<file path="src/rtl/am_pkg.sv">
// am_pkg: carrier and sample geometry shared by the AM modulator and demodulator
package am_pkg;
  localparam int CAR_LEN = 256;
  localparam int DATA_W = 8;
  localparam int BLK_LOG2 = $clog2(CAR_LEN);
  localparam int MAG_W = DATA_W - 1;
  typedef logic signed [DATA_W-1:0] sample_t;
  typedef logic [MAG_W-1:0] mag_t;
endpackage

</file>
<file path="src/rtl/am_envelope_demod_if.sv">
// am_envelope_demod_if: sample input, restart and envelope valid/ready output bundle
interface am_envelope_demod_if #(parameter int DATA_W = am_pkg::DATA_W);
  logic clr;
  logic in_valid;
  logic [DATA_W-1:0] in_data;
  logic out_valid;
  logic out_ready;
  logic [DATA_W-1:0] out_env;
  logic [DATA_W-1:0] out_mean;
  logic overrun;
  modport master (
    output clr, in_valid, in_data, out_ready,
    input out_valid, out_env, out_mean, overrun
  );
  modport slave (
    input clr, in_valid, in_data, out_ready,
    output out_valid, out_env, out_mean, overrun
  );
endinterface

</file>
<file path="src/rtl/am_env_iir.sv">
// am_env_iir: first-order IIR over block means; carries the mean alongside the smoothed envelope
module am_env_iir import am_pkg::*; #(
  parameter int MEAN_W = MAG_W,
  parameter int ALPHA_SHIFT = 3
) (
  input  logic              clk,
  input  logic              reset,
  input  logic              clr,
  input  logic              in_valid,
  input  logic [MEAN_W-1:0] in_mean,
  output logic              out_valid,
  output logic [MEAN_W-1:0] out_env,
  output logic [MEAN_W-1:0] out_mean
);
  localparam int FACC_W = MEAN_W + ALPHA_SHIFT;
  logic [FACC_W-1:0] facc_q, facc_d;
  logic [MEAN_W-1:0] env_q, env_d, mean_q, mean_d;
  logic valid_q, valid_d;
  always_comb begin
    facc_d = facc_q;
    env_d = env_q;
    mean_d = mean_q;
    valid_d = in_valid & ~clr;
    if (clr) facc_d = '0;
    else if (in_valid) begin
      // facc holds env scaled by 2^ALPHA_SHIFT; with a zero shift this collapses to the mean
      facc_d = facc_q + FACC_W'(in_mean) - (facc_q >> ALPHA_SHIFT);
      env_d = MEAN_W'(facc_d >> ALPHA_SHIFT);
      mean_d = in_mean;
    end
  end
  always_ff @(posedge clk or posedge reset)
    if (reset) begin
      facc_q <= '0;
      env_q <= '0;
      mean_q <= '0;
      valid_q <= 1'b0;
    end else begin
      facc_q <= facc_d;
      env_q <= env_d;
      mean_q <= mean_d;
      valid_q <= valid_d;
    end
  assign out_valid = valid_q;
  assign out_env = env_q;
  assign out_mean = mean_q;
endmodule

</file>
<file path="src/rtl/am_envelope_demod.sv">
// am_envelope_demod: full-wave rectify, per-carrier-period mean, IIR envelope on a valid/ready output
module am_envelope_demod #(
  parameter int DATA_W = am_pkg::DATA_W,
  parameter int BLK_LOG2 = am_pkg::BLK_LOG2,
  parameter int ALPHA_SHIFT = 3
) (
  input logic clk,
  input logic reset,
  am_envelope_demod_if.slave bus
);
  localparam int MAG_W = DATA_W - 1;
  localparam int ACC_W = MAG_W + BLK_LOG2;
  localparam logic [DATA_W-1:0] MOST_NEG = {1'b1, {MAG_W{1'b0}}};
  logic [MAG_W-1:0] mag;
  logic [ACC_W-1:0] sum, acc_q, acc_d;
  logic [BLK_LOG2-1:0] cnt_q, cnt_d;
  logic [MAG_W-1:0] blk_mean_q, blk_mean_d;
  logic s1_v_q, s1_v_d;
  logic take, close, drain, load;
  logic s2_v;
  logic [MAG_W-1:0] s2_env, s2_mean;
  logic out_valid_q, out_valid_d;
  logic [MAG_W-1:0] out_env_q, out_env_d, out_mean_q, out_mean_d;
  logic overrun_q, overrun_d;
  always_comb begin
    mag = bus.in_data == MOST_NEG ? '1 : bus.in_data[DATA_W-1] ? MAG_W'(-bus.in_data) : bus.in_data[MAG_W-1:0];
    take = bus.in_valid & ~bus.clr;
    close = take & (&cnt_q);
    sum = acc_q + ACC_W'(mag);
    // the closing sample belongs to the block it closes, so the next block starts from an empty accumulator
    acc_d = (bus.clr | close) ? '0 : take ? sum : acc_q;
    cnt_d = bus.clr ? '0 : cnt_q + BLK_LOG2'(take);
    blk_mean_d = close ? MAG_W'(sum >> BLK_LOG2) : blk_mean_q;
    s1_v_d = close;
    drain = out_valid_q & bus.out_ready;
    load = s2_v & (~out_valid_q | drain);
    out_valid_d = load | (out_valid_q & ~drain);
    out_env_d = load ? s2_env : out_env_q;
    out_mean_d = load ? s2_mean : out_mean_q;
    overrun_d = bus.clr ? 1'b0 : overrun_q | (s2_v & ~load);
  end
  always_ff @(posedge clk or posedge reset)
    if (reset) begin
      acc_q <= '0;
      cnt_q <= '0;
      blk_mean_q <= '0;
      s1_v_q <= 1'b0;
      out_valid_q <= 1'b0;
      out_env_q <= '0;
      out_mean_q <= '0;
      overrun_q <= 1'b0;
    end else begin
      acc_q <= acc_d;
      cnt_q <= cnt_d;
      blk_mean_q <= blk_mean_d;
      s1_v_q <= s1_v_d;
      out_valid_q <= out_valid_d;
      out_env_q <= out_env_d;
      out_mean_q <= out_mean_d;
      overrun_q <= overrun_d;
    end
  am_env_iir #(.MEAN_W(MAG_W), .ALPHA_SHIFT(ALPHA_SHIFT)) u_iir (
    .clk(clk),
    .reset(reset),
    .clr(bus.clr),
    .in_valid(s1_v_q),
    .in_mean(blk_mean_q),
    .out_valid(s2_v),
    .out_env(s2_env),
    .out_mean(s2_mean)
  );
  assign bus.out_valid = out_valid_q;
  assign bus.out_env = {1'b0, out_env_q};
  assign bus.out_mean = {1'b0, out_mean_q};
  assign bus.overrun = overrun_q;
endmodule

</file>
<file path="src/flat_wrapper.sv">
// flat-port wrapper written by rule: the top's interface ports become plain ports
module am_envelope_demod_flat 
#(
  parameter int DATA_W = am_pkg::DATA_W,
  parameter int BLK_LOG2 = am_pkg::BLK_LOG2,
  parameter int ALPHA_SHIFT = 3
)
  (clk, reset, bus_clr, bus_in_valid, bus_in_data, bus_out_ready, bus_out_valid, bus_out_env, bus_out_mean, bus_overrun);
  am_envelope_demod_if #(.DATA_W(DATA_W)) bus_i ();
  input logic clk;
  input logic reset;
  input wire logic [$bits(bus_i.clr)-1:0] bus_clr;
  input wire logic [$bits(bus_i.in_valid)-1:0] bus_in_valid;
  input wire logic [$bits(bus_i.in_data)-1:0] bus_in_data;
  input wire logic [$bits(bus_i.out_ready)-1:0] bus_out_ready;
  output wire logic [$bits(bus_i.out_valid)-1:0] bus_out_valid;
  output wire logic [$bits(bus_i.out_env)-1:0] bus_out_env;
  output wire logic [$bits(bus_i.out_mean)-1:0] bus_out_mean;
  output wire logic [$bits(bus_i.overrun)-1:0] bus_overrun;
  assign bus_i.clr = bus_clr;
  assign bus_i.in_valid = bus_in_valid;
  assign bus_i.in_data = bus_in_data;
  assign bus_i.out_ready = bus_out_ready;
  assign bus_out_valid = bus_i.out_valid;
  assign bus_out_env = bus_i.out_env;
  assign bus_out_mean = bus_i.out_mean;
  assign bus_overrun = bus_i.overrun;
  am_envelope_demod #(.DATA_W(DATA_W), .BLK_LOG2(BLK_LOG2), .ALPHA_SHIFT(ALPHA_SHIFT)) u_core (.clk(clk), .reset(reset), .bus(bus_i));
endmodule
</file>
<file path="config.mk">
export PLATFORM = sky130hd
export DESIGN_NAME = am_envelope_demod_flat
export DESIGN_NICKNAME = d
export VERILOG_FILES = /design/src/rtl/am_pkg.sv /design/src/rtl/am_envelope_demod_if.sv /design/src/rtl/am_env_iir.sv /design/src/rtl/am_envelope_demod.sv /design/src/flat_wrapper.sv
export SDC_FILE = /design/constraint.sdc
export NUM_CORES = 1
export LEC_CHECK = 0
export ABC_AREA = 1
export BUFFER_PORTS_ARGS = -buffer_cell sky130_fd_sc_hd__buf_2
export CAP_MARGIN = 20
export CORE_MARGIN = 4
export CORE_UTILIZATION = 60
export CTS_CLUSTER_SIZE = 8
export DETAILED_ROUTE_END_ITERATION = 6
export PLACE_DENSITY = 0.79
export SLEW_MARGIN = 10
export SYNTH_ARGS = -nofsm -noshare
export SYNTH_HDL_FRONTEND = slang
export SYNTH_SLANG_ARGS = --single-unit
</file>
<file path="constraint.sdc">
create_clock -name clk -period 2.7 [get_ports clk]
set_input_delay 0 -clock clk [delete_from_list [all_inputs] [get_ports clk]]
set_output_delay 0 -clock clk [all_outputs]
set_load 0.05 [all_outputs]
</file>
==> metrics.md, run 1 <==
| Metric | Value |
|---|---|
| # setup viols final | `0` |
| Root Buffer | `clkbuf_8` |
| Net Sw Frac | `27.9%` |
| Top achievable clock speed | `430 MHz` |
| CTS H-tree depth | `3` |
| Die Wd | `91.8 microns` |
| Fin. Hold Viols | `0` |
| Crit. End Element | `flip-flop` |
| Worst path bufs/invs | `2` |
| Post-synthesis compound-gate area fraction | `under 10%` |
| Ports | `31` |
| Synth Area in Simple Gates | `27.3%` |
| Grt total ovfl | `0` |
| Minimum hold slack | `0.0916 ns` |
| Port Buf Inserts | `28` |
| 1st-pass router iterations | `4` |
| Critical-path top delay cell | `fa_1` |
| Max Cap Viol | `0` |
| Syn Std Cell Area | `4220 sq um` |
| Clock Skews | `approximately 0.0094 ns` |
| Reg clk slew, reported paths | `0.08 ns` |
| Drt first-iter violations | `160` |
| Crit path max fanout | `4` |
| Num CTS Buffers | `9` |
| Arrival @ worst endpoint | `2.55 ns` |
| Cells after Synth | `510` |
| CTS max path bufs | `2` |
| DRC errors left | `0` |
| Finished Cell Area | `between 4000 and 5000 sq um` |
| Worst VDD drop | `0.270 mV` |
| Register bit total from synthesis | `72` |
| Sw power | `0.694 mW` |
| Die area | `~8400 sq um` |
| Post-synthesis xor/xnor area fraction | `~1.7%` |
| Share of power burned in registers | `45.6%` |
| CP required | `2.93 ns` |
| Pwr/cell area | `roughly 530 nW/um^2` |
| Post-DP Area | `about 4500 sq um` |
| Post-DP HPWL | `6.31 mm` |
| Post-Syn Area per Cell | `about 8.3 sq um` |
| Critical Path Max Stage Delay | `0.54 ns` |
| Crit Path Class | `reg -> reg` |
| Num rows | `30` |
| Postcts setup bufs | `0` |
| Synth warn | `0` |
| Routed vias | `3361` |
| Vias per cell | `5.18` |
| Share of total power in the clock network | `39.6%` |
| Leak pwr | `between 2 and 3 nW` |
| Mux cell area share after synthesis | `between 2 and 3%` |
| First-pass GRT wire length | `14.7 mm` |
| Largest net degree at the start of global routing | `between 70 and 80` |
| Worst Setup Start Kind | `flip-flop` |
| Status | `complete, no violations` |
| Largest family of logic cells by synthesized area | `simple AND/OR/NAND/NOR gates` |
| Area Growth Syn to Fin | `11.8%` |
| Minimum clock period | `2.32 ns` |
| Post-Route WL | `between 8 and 9 mm` |
| Initial antenna violation count | `0` |
| Final #Nets | `591` |
| Share of cells above drive strength 1 | `~16%` |
| Skew-Pair Late Insertion Delay | `0.35 ns` |
| Fillers | `543` |
| Hold Crit Class | `in -> reg` |
| Adder-Cell Fraction of Synth Area | `10.3%` |
| Final Wtd Congestion | `roughly 0.93` |
| Wirelength per Cell | `13.1 microns` |
| RSZ-0062 raised after global routing | `no` |
| Pins Over Slew Limit | `0` |
| Logic pwr share | `14.8%` |
| Ant diodes | `0` |
| Global Route Usage Sum | `~22%` |
| Sum Neg Setup Slack | `0 ns` |
| Core area | `6790 sq um` |
| Starting density of the core | `about 62%` |
| Cell Int Power | `roughly 1.8 mW` |
| TritonCTS clock tree | `built` |
| Vias in the first global route | `3243` |
| Clock sinks | `72` |
| Routed Antenna Nets | `0` |
| DIE HEIGHT | `between 90 and 100 microns` |
| Fin crit share | `a little under nine tenths` |
| Sequential area share after synthesis | `42.7%` |
| Cell family with most CP delay | `adder cells` |
| CP Cell Sequence | `inv_1 -> fa_1 -> inv_1 -> fa_1 -> nand3_1 -> nand2_1 -> or2_2 -> nand3_1 -> o21ai_0` |
| Synth unique cells | `37` |
## power groups by stage
stage          clock [mW]  combinational, mW  sequential [mW]
4_1_cts             0.985              0.371             1.13
2_1_floorplan           0              0.277             1.16
5_1_grt              1.04              0.425             1.14
3_5_place_dp            0              0.365             1.15
6_report            0.984              0.369             1.13
3_3_place_gp            0              0.351             1.15
## worst min-delay path, stage by stage
cell and delay (ns):
buf_2 0.10, inv_1 0.08, nor2_4 0.05, nand2_4 0.09, o22ai_1 0.07
## flip-flops by register name, indices dropped and copies added (netlist names)
signal,flops
u_core.bus.overrun,1
u_core.blk_mean_q,7
u_core.u_iir.facc_q,10
u_core.acc_q,15
u_core.cnt_q,8
u_core.u_iir.out_env,7
u_core.u_iir.out_mean,7
u_core.out_mean_q,7
u_core.bus.out_valid,1
u_core.out_env_q,7
u_core.u_iir.out_valid,1
u_core.s1_v_q,1
## metrics by stage
step / total power, mW / setup WS, ns / utilization [%] / std cells
4_1_cts: 2.49 / 0.367 / 69.3 / 649
5_1_grt: 2.61 / 0.216 / 69.3 / 649
3_5_place_dp: 1.52 / 0.201 / 65.5 / 630
3_3_place_gp: 1.50 / 0.349 / 65.5 / 630
2_1_floorplan: 1.43 / 0.598 / - / 511
6_report: 2.49 / 0.375 / 69.3 / 649
## final timing paths
kind                                           to              startpoint  slack (ns)  cells after the start
max                        u_core.u_iir.facc_q[4]  u_core.u_iir.facc_q[1]        0.38                      9
min                               u_core.acc_q[1]            bus_in_valid        0.09                      5
max reg2reg                u_core.u_iir.facc_q[4]  u_core.u_iir.facc_q[1]        0.38                      9
min reg2reg                  u_core.blk_mean_q[6]    u_core.blk_mean_q[6]        0.49                      2
max in group asynchronous  u_core.u_iir.facc_q[3]                   reset        2.13                      4
min in group asynchronous         u_core.cnt_q[2]                   reset        0.27                      4
## Yosys cell counts (all sizes together)
cell	number	area (sq um)
nand2	153	632
nor4	1	6.26
or2	3	18.8
fa	8	160
and3	1	6.26
buf	7	55.1
nand3	47	240
xnor2	2	17.5
xor2	6	52.6
a22o	2	17.5
a21oi	13	68.8
o22ai	2	12.5
nand4	2	12.5
inv	84	323
nor3	6	30.0
mux2	10	113
nor2	30	159
o21a	2	15.0
dfrtp	72	1800
o21ai	30	150
nand3b	6	45.0
ha	22	275
conb	1	3.75
## area by class of cell
type	instances	area, sq um	area share (%)
repair buffers	33	198	4.20
multi-input cells	348	2040	43.3
clock buffers	10	138	2.92
well taps	96	120	2.55
flip-flops and latches	72	1800	38.2
clock inverters	6	91.3	1.94
inverters	84	323	6.85
## per-layer routing
layer  routed length, microns  share of wire, %  up-vias  global-route usage [%]
met1                     3850                45     1583                    28.2
met3                      349               4.1       16                    4.27
li1                         -                 -     1692                       -
met4                      166               2.0        0                    7.18
met5                        0                 0        -                       0
met2                     4110                48       70                    36.6
## logic make-up after synthesis
group	after synthesis
AOI/OAI and AO/OA	49
xor gates and xnor gates	8
adders and majority gates	30
buffers and inverters	91
DFF	72
muxes	10
other	1
and+or+nand+nor	249
## cell usage in the layout (no fill, tap or decap), drive strengths merged, types with 3 or more instances in the layout
master       synthesis  final
a21oi               13     13
mux2                10     10
dlygate4sd3          0      3
nor3                 6      6
o21ai               30     30
ha                  22     22
nand3               47     47
clkinvlp             0      3
or2                  3      3
inv                 84     85
nand2              153    153
nor2                30     30
dfrtp               72     72
xor2                 6      6
nand3b               6      6
clkbuf               0     10
buf                  7     30
fa                   8      8
## what timing repair did
action,in CTS,in global routing
hold endpoints to repair,77,0
hold buffers,3,0
resized for setup,0,0
No activity file was read; power rests on OpenSTA's default activity.
==> run 2, diff against run 1 <==
Settings changed: BUFFER_PORTS_ARGS -buffer_cell sky130_fd_sc_hd__buf_2 to -buffer_cell sky130_fd_sc_hd__clkbuf_2, PLACE_DENSITY 0.79 to 0.9.
Clock period 2.7 ns to 2.4 ns, I/O delays scaled along.
==> metrics.md, run 2 (synthesis results as in run 1) <==
| Metric | Value |
|---|---|
| # setup viols final | `0 (unchanged)` |
| Biggest regs | `u_core.acc_q (15), u_core.u_iir.facc_q (10), u_core.cnt_q (8) (unchanged)` |
| Crit Path Class | `reg -> reg (unchanged)` |
| Fin crit share | `94.7% (was 86.1%)` |
| Final #Nets | `593 (was 591)` |
| Drt first-iter violations | `230 (was 160)` |
| R2r startpoint | `u_core.u_iir.facc_q[5] (was u_core.u_iir.facc_q[1])` |
| Total power | `2.90 mW (was 2.49 mW)` |
| CP required | `2.65 ns (was 2.93 ns)` |
| Die area | `8430 sq um (unchanged)` |
| Share of cells above drive strength 1 | `16.6% (was 15.7%)` |
| CTS max path bufs | `2 (unchanged)` |
| Top reg by flops | `u_core.acc_q (unchanged)` |
| Logic pwr share | `14.9% (was 14.8%)` |
| Ports | `31 (unchanged)` |
| Clock Skews | `0.0116 ns (was 0.00943 ns)` |
| First-pass GRT wire length | `15.7 mm (was 14.7 mm)` |
| Skew-Pair Late Insertion Delay | `0.36 ns (was 0.35 ns)` |
| Arrival @ worst endpoint | `2.52 ns (was 2.55 ns)` |
| Post-Route WL | `9.24 mm (was 8.48 mm)` |
| 1st-pass router iterations | `5 (was 4)` |
| Commonest non-fill, non-tap cell in the layout | `nand2_1 (unchanged)` |
| Routed vias | `3507 (was 3361)` |
| Area Growth Syn to Fin | `13.2% (was 11.8%)` |
| Worst Setup Start Kind | `flip-flop (unchanged)` |
| Max Cap Viol | `0 (unchanged)` |
| Num rows | `30 (unchanged)` |
| Clock sinks | `72 (unchanged)` |
| Global Route Usage Sum | `23.2% (was 21.8%)` |
| Worst VDD drop | `0.328 mV (was 0.270 mV)` |
| Setup slack, reg-to-reg | `0.13 ns (was 0.38 ns)` |
| Routed Antenna Nets | `0 (unchanged)` |
| Wirelength per Cell | `14.2 microns (was 13.1 microns)` |
| Util after Layout | `70.2% (was 69.3%)` |
| CP Cell Sequence | `inv_1 -> fa_1 -> inv_1 -> ha_1 -> a21oi_1 -> o21a_1 -> nand3_1 -> nand3_1 -> nand2_1 (was inv_1 -> fa_1 -> inv_1 -> fa_1 -> nand3_1 -> nand2_1 -> or2_2 -> nand3_1 -> o21ai_0)` |
| Hold Path Depth | `5 (unchanged)` |
| Crit path max fanout | `6 (was 4)` |
| Crit. End Element | `flip-flop (unchanged)` |
| Cell Int Power | `2.11 mW (was 1.79 mW)` |
| Core area | `6790 sq um (unchanged)` |
| Sw power | `0.795 mW (was 0.694 mW)` |
| DRC errors left | `0 (unchanged)` |
| Starting density of the core | `62.0% (unchanged)` |
| Status | `complete, no violations (unchanged)` |
| R2R cell count | `9 (unchanged)` |
| Final Non-Filler Cells | `651 (was 649)` |
| Port Buf Inserts | `28 (unchanged)` |
| Share of power burned in registers | `44.1% (was 45.6%)` |
| Largest net degree at the start of global routing | `41 (was 73)` |
| Ant diodes | `0 (unchanged)` |
| DIE HEIGHT | `91.8 microns (unchanged)` |
| Final Wtd Congestion | `0.909 (was 0.932)` |
| DP Cell Count | `631 (was 630)` |
| Max-slew headroom | `between 50% and 60%` |
| Num CTS Buffers | `9 (unchanged)` |
| Critical Path Max Stage Delay | `0.54 ns (about the same)` |
| Reg clk slew, reported paths | `0.08 ns (about the same)` |
| Critical-path top delay cell | `fa_1 (unchanged)` |
| Grt total ovfl | `0 (unchanged)` |
| Root Buffer | `clkbuf_8 (unchanged)` |
| CTS H-tree depth | `3 (unchanged)` |
| Worst-margin pin slew | `0.745 ns` |
| Net Sw Frac | `27.4% (was 27.9%)` |
| Hold Startpoint | `bus_in_valid (unchanged)` |
| Vias per cell | `5.39 (was 5.18)` |
| Pins Over Slew Limit | `0 (unchanged)` |
| Share of total power in the clock network | `41.0% (was 39.6%)` |
| TritonCTS clock tree | `built (unchanged)` |
| Top achievable clock speed | `440 MHz (was 430 MHz)` |
| Vias in the first global route | `3511 (was 3243)` |
| Minimum clock period | `2.27 ns (was 2.32 ns)` |
| Die Wd | `91.8 microns (unchanged)` |
| Hold EP | `u_core.acc_q[1] (unchanged)` |
| Max FFs per register | `15 (unchanged)` |
| Commonest cells after routing, fill and taps aside | `nand2_1 (140), inv_1 (76), dfrtp_1 (72), nand3_1 (46), clkbuf_2 (28) (was nand2_1 (140), inv_1 (76), dfrtp_1 (72), nand3_1 (46), buf_2 (28))` |
| Hold Crit Class | `in -> reg (unchanged)` |
| RR Endpoint | `u_core.u_iir.out_env[5] (was u_core.u_iir.facc_q[4])` |
| Leak pwr | `2.58 nW (was 2.57 nW)` |
| Fin. Hold Viols | `0 (unchanged)` |
| Minimum hold slack | `0.0779 ns (was 0.0916 ns)` |
| Initial antenna violation count | `0 (unchanged)` |
| Finished Cell Area | `4770 sq um (was 4710 sq um)` |
| Post-DP Area | `4460 sq um (was 4450 sq um)` |
| Post-DP HPWL | `6.69 mm (was 6.31 mm)` |
| Pwr/cell area | `608 nW/um^2 (was 528 nW/um^2)` |
==> run 2: cell types whose count changed in the layout (fill, tap and decap cells not counted), sizes merged <==
cell,before,now
bufinv,2,3
clkinvlp,3,0
clkbuf,10,38
clkinv,0,2
buf,30,4
==> run 2: critical path: cells and delay by family, from the launching register on <==
family	cells	cell delay [ns]
simple gates	3	0.25
flops	1	0.40
buf+inv	2	0.13
fa+ha+maj	2	0.90
compound gates	2	0.49
==> run 2: worst max-delay path by stage <==
stage / startpoint / end / slack [ns]
floorplan: bus_in_data[0] / u_core.acc_q[10] / 0.30
global route: u_core.u_iir.facc_q[5] / u_core.u_iir.out_env[5] / -0.005
finish: u_core.u_iir.facc_q[5] / u_core.u_iir.out_env[5] / 0.13
global placement: bus_in_data[0] / u_core.blk_mean_q[2] / 0.13
CTS: u_core.u_iir.facc_q[3] / u_core.u_iir.facc_q[4] / 0.09
detailed placement: bus_in_data[0] / u_core.acc_q[10] / -0.1
==> run 2: per-stage QoR <==
step | setup slack [ns] | setup TNS [ns]
2_1_floorplan | 0.298 | 0
3_3_place_gp | 0.128 | 0
3_5_place_dp | -0.0985 | -0.724
4_1_cts | 0.0925 | 0
5_1_grt | -0.00466 | -0.00466
6_report | 0.128 | 0
==> run 2: what timing repair did <==
| action | CTS | global route |
|---|---|---|
| setup buffers | 0 | 1 |
| endpoints found under the hold margin | 37 | 0 |
| gates resized for setup | 0 | 4 |
| hold buffers | 3 | 0 |
| setup endpoints to repair | 0 | 4 |
==> run 2: layer usage <==
layer | GRT usage [%] | wire (microns)
met1 | 28.6 | 3890
met2 | 39.7 | 4690
met3 | 4.68 | 512
met4 | 9.41 | 152
met5 | 0 | 0
==> run 2: power groups by stage <==
stage	clock network, mW	logic [mW]	registers [mW]
global placement	0	0.393	1.30
global route	1.25	0.488	1.28
floorplan	0	0.311	1.30
detailed placement	0	0.413	1.30
finish	1.19	0.433	1.28
CTS	1.19	0.419	1.28
==> run 2: cell type report <==
class	count	area, sq um
clock buffer	10	128
clock inverter	6	116
fill	506	2020
inverter	84	323
multi-input combinational	348	2070
sequential	72	1800
tap	96	120
timing repair buffer	35	213
==> run 3, diff against run 2 <==
Settings changed: CORE_MARGIN 4 to unset.
==> metrics.md, run 3 (synthesis results as in run 1) <==
| Metric | Value |
|---|---|
| Status | `complete, no violations (unchanged)` |
| Crit path max fanout | `5 (was 6)` |
| Hold Crit Class | `in -> reg (unchanged)` |
| Vias in the first global route | `3633 (was 3511)` |
| Final Non-Filler Cells | `651 (unchanged)` |
| DRC errors left | `0 (unchanged)` |
| Post-DP Area | `4460 sq um (unchanged)` |
| Max-slew headroom | `56.8% (was 50.3%)` |
| Vias per cell | `5.44 (was 5.39)` |
| Max FFs per register | `15 (unchanged)` |
| TritonCTS clock tree | `built (unchanged)` |
| Clock sinks | `72 (unchanged)` |
| DP Cell Count | `631 (unchanged)` |
| Core area | `6790 sq um (unchanged)` |
| Reg clk slew, reported paths | `0.08 ns (about the same)` |
| Die area | `7370 sq um (was 8430 sq um)` |
| Commonest non-fill, non-tap cell in the layout | `nand2_1 (unchanged)` |
| Pwr/cell area | `568 nW/um^2 (was 608 nW/um^2)` |
| Finished Cell Area | `4720 sq um (was 4770 sq um)` |
| Logic pwr share | `16.2% (was 14.9%)` |
| Setup ws final | `0.147 ns (was 0.128 ns)` |
| Arrival @ worst endpoint | `2.47 ns (was 2.52 ns)` |
| Initial antenna violation count | `0 (unchanged)` |
| Area taken by multi-input logic gates | `2070 sq um (about the same)` |
| Area Growth Syn to Fin | `12.0% (was 13.2%)` |
| Global Route Usage Sum | `28.8% (was 23.2%)` |
| Total power | `2.68 mW (was 2.90 mW)` |
| Sequential cell area | `1800 sq um (unchanged)` |
| CP required | `2.62 ns (was 2.65 ns)` |
| Largest net degree at the start of global routing | `43 (was 41)` |
| Crit Path Class | `reg -> reg (unchanged)` |
| Share of total power in the clock network | `36.1% (was 41.0%)` |
| # setup viols final | `0 (unchanged)` |
| Grt total ovfl | `0 (unchanged)` |
| Routed Antenna Nets | `0 (unchanged)` |
| Max Cap Viol | `0 (unchanged)` |
| Worst-margin pin slew | `0.647 ns (was 0.745 ns)` |
| Sum Neg Setup Slack | `0 ns (unchanged)` |
| Leak pwr | `2.56 nW (was 2.58 nW)` |
| Clock Skews | `0.0124 ns (was 0.0116 ns)` |
| Num rows | `30 (unchanged)` |
| Pins Over Slew Limit | `0 (unchanged)` |
| Ant diodes | `0 (unchanged)` |
| Net Sw Frac | `29.5% (was 27.4%)` |
| Fillers | `493 (was 506)` |
| Final #Nets | `593 (unchanged)` |
| Commonest cells after routing, fill and taps aside | `nand2_1 (140), inv_1 (76), dfrtp_1 (72), nand3_1 (46), clkbuf_2 (28) (unchanged)` |
| CTS max path bufs | `2 (unchanged)` |
| Top reg by flops | `u_core.acc_q (unchanged)` |
| Skew-Pair Late Insertion Delay | `0.35 ns (was 0.36 ns)` |
| Place WS | `-0.0889 ns (was -0.0985 ns)` |
| Root Buffer | `clkbuf_8 (unchanged)` |
| Port Buf Inserts | `28 (unchanged)` |
| Top achievable clock speed | `444 MHz (was 440 MHz)` |
| Worst VDD drop | `0.278 mV (was 0.328 mV)` |
| Drt first-iter violations | `204 (was 230)` |
| 1st-pass router iterations | `5 (unchanged)` |
| Sw power | `0.790 mW (was 0.795 mW)` |
| Post-DP HPWL | `6.67 mm (was 6.69 mm)` |
| Ports | `31 (unchanged)` |
| Worst Setup Start Kind | `flip-flop (unchanged)` |
| Die Wd | `85.8 microns (was 91.8 microns)` |
| Cell Int Power | `1.89 mW (was 2.11 mW)` |
| Fin. Hold Viols | `0 (unchanged)` |
| CTS H-tree depth | `3 (unchanged)` |
| Biggest regs | `u_core.acc_q (15), u_core.u_iir.facc_q (10), u_core.cnt_q (8) (unchanged)` |
| Fin crit share | `93.9% (was 94.7%)` |
| Num CTS Buffers | `9 (unchanged)` |
| Routed vias | `3539 (was 3507)` |
| Minimum clock period | `2.25 ns (was 2.27 ns)` |
| First-pass GRT wire length | `16.3 mm (was 15.7 mm)` |
| Share of cells above drive strength 1 | `16.8% (was 16.6%)` |
| Final Wtd Congestion | `0.948 (was 0.909)` |
| Share of power burned in registers | `47.7% (was 44.1%)` |
| Crit. End Element | `flip-flop (unchanged)` |
| Post-Route WL | `9.45 mm (was 9.24 mm)` |
| Wirelength per Cell | `14.5 microns (was 14.2 microns)` |
| Starting density of the core | `62.0% (unchanged)` |
| DIE HEIGHT | `85.8 microns (was 91.8 microns)` |
run 3: cell count changes in the layout (fill, tap and decap cells not counted):
cell	delta
ha_4	-1
clkinvlp_4	+1
ha_1	+1
nor3_1	-1
clkinv_2	+1
a21oi_2	+1
bufinv_16	-2
nor3_2	+1
a21oi_1	-1
run 3: layout make-up:
| cell class | count | share of cell area (%) |
|---|---|---|
| Sequential cell | 72 | 38.2 |
| Clock buffer | 10 | 2.70 |
| Timing Repair Buffer | 35 | 4.51 |
| Multi-Input combinational cell | 348 | 43.8 |
| Inverter | 84 | 6.84 |
| Tap cell | 96 | 2.55 |
| Clock inverter | 6 | 1.46 |
run 3: path summary, 6_finish.rpt:
check	startpoint	endpoint	slack [ns]	depth (start not counted)
max in group asynchronous	reset	u_core.out_env_q[2]	1.47	4
worst max-delay path	u_core.u_iir.facc_q[3]	u_core.u_iir.facc_q[4]	0.15	9
worst max register to register	u_core.u_iir.facc_q[3]	u_core.u_iir.facc_q[4]	0.15	9
worst min register to register	u_core.u_iir.out_mean[0]	u_core.u_iir.out_mean[0]	0.49	2
worst min-delay path	bus_in_valid	u_core.acc_q[1]	0.09	5
min in group asynchronous	reset	u_core.acc_q[3]	0.28	3
run 3: critical path: stages (launching register included):
cell	delay (ns)
dfrtp_1	0.37
inv_1	0.09
fa_1	0.55
inv_1	0.07
ha_4	0.26
a21oi_2	0.14
nand2_1	0.12
or2_2	0.29
nand3_1	0.11
o21ai_0	0.12
run 3: metrics by stage:
step | hold WS, ns | util (%)
after floorplan | 0.194 | -
after global placement | 0.105 | 65.6
after detailed placement | 0.114 | 65.6
after CTS | 0.0851 | 69.0
after global routing | 0.129 | 69.5
final | 0.0881 | 69.5
run 3: routing by layer:
| layer | vias up | share of wire, % | global-route usage, % |
|---|---|---|---|
| met4 | 0 | 2.7 | 12.7 |
| met2 | 118 | 52 | 49.7 |
| li1 | 1697 | - | - |
| met3 | 32 | 5.3 | 6.83 |
| met5 | - | 0 | 0 |
| met1 | 1692 | 40 | 34.4 |
run 3: power groups by stage:
stage,Combinational [mW],Sequential [mW],Clock (mW)
floorplan,0.311,1.30,0
global placement,0.391,1.30,0
detailed placement,0.413,1.30,0
CTS,0.420,1.28,0.980
global route,0.491,1.28,1.03
finish,0.433,1.28,0.967
run 3: timing repair:
| item | in CTS | in global routing |
|---|---|---|
| hold endpoints to repair | 35 | 0 |
| setup endpoints to repair | 0 | 7 |
| setup buffers | 0 | 1 |
| gates resized for setup | 0 | 5 |
| hold buffers | 3 | 0 |
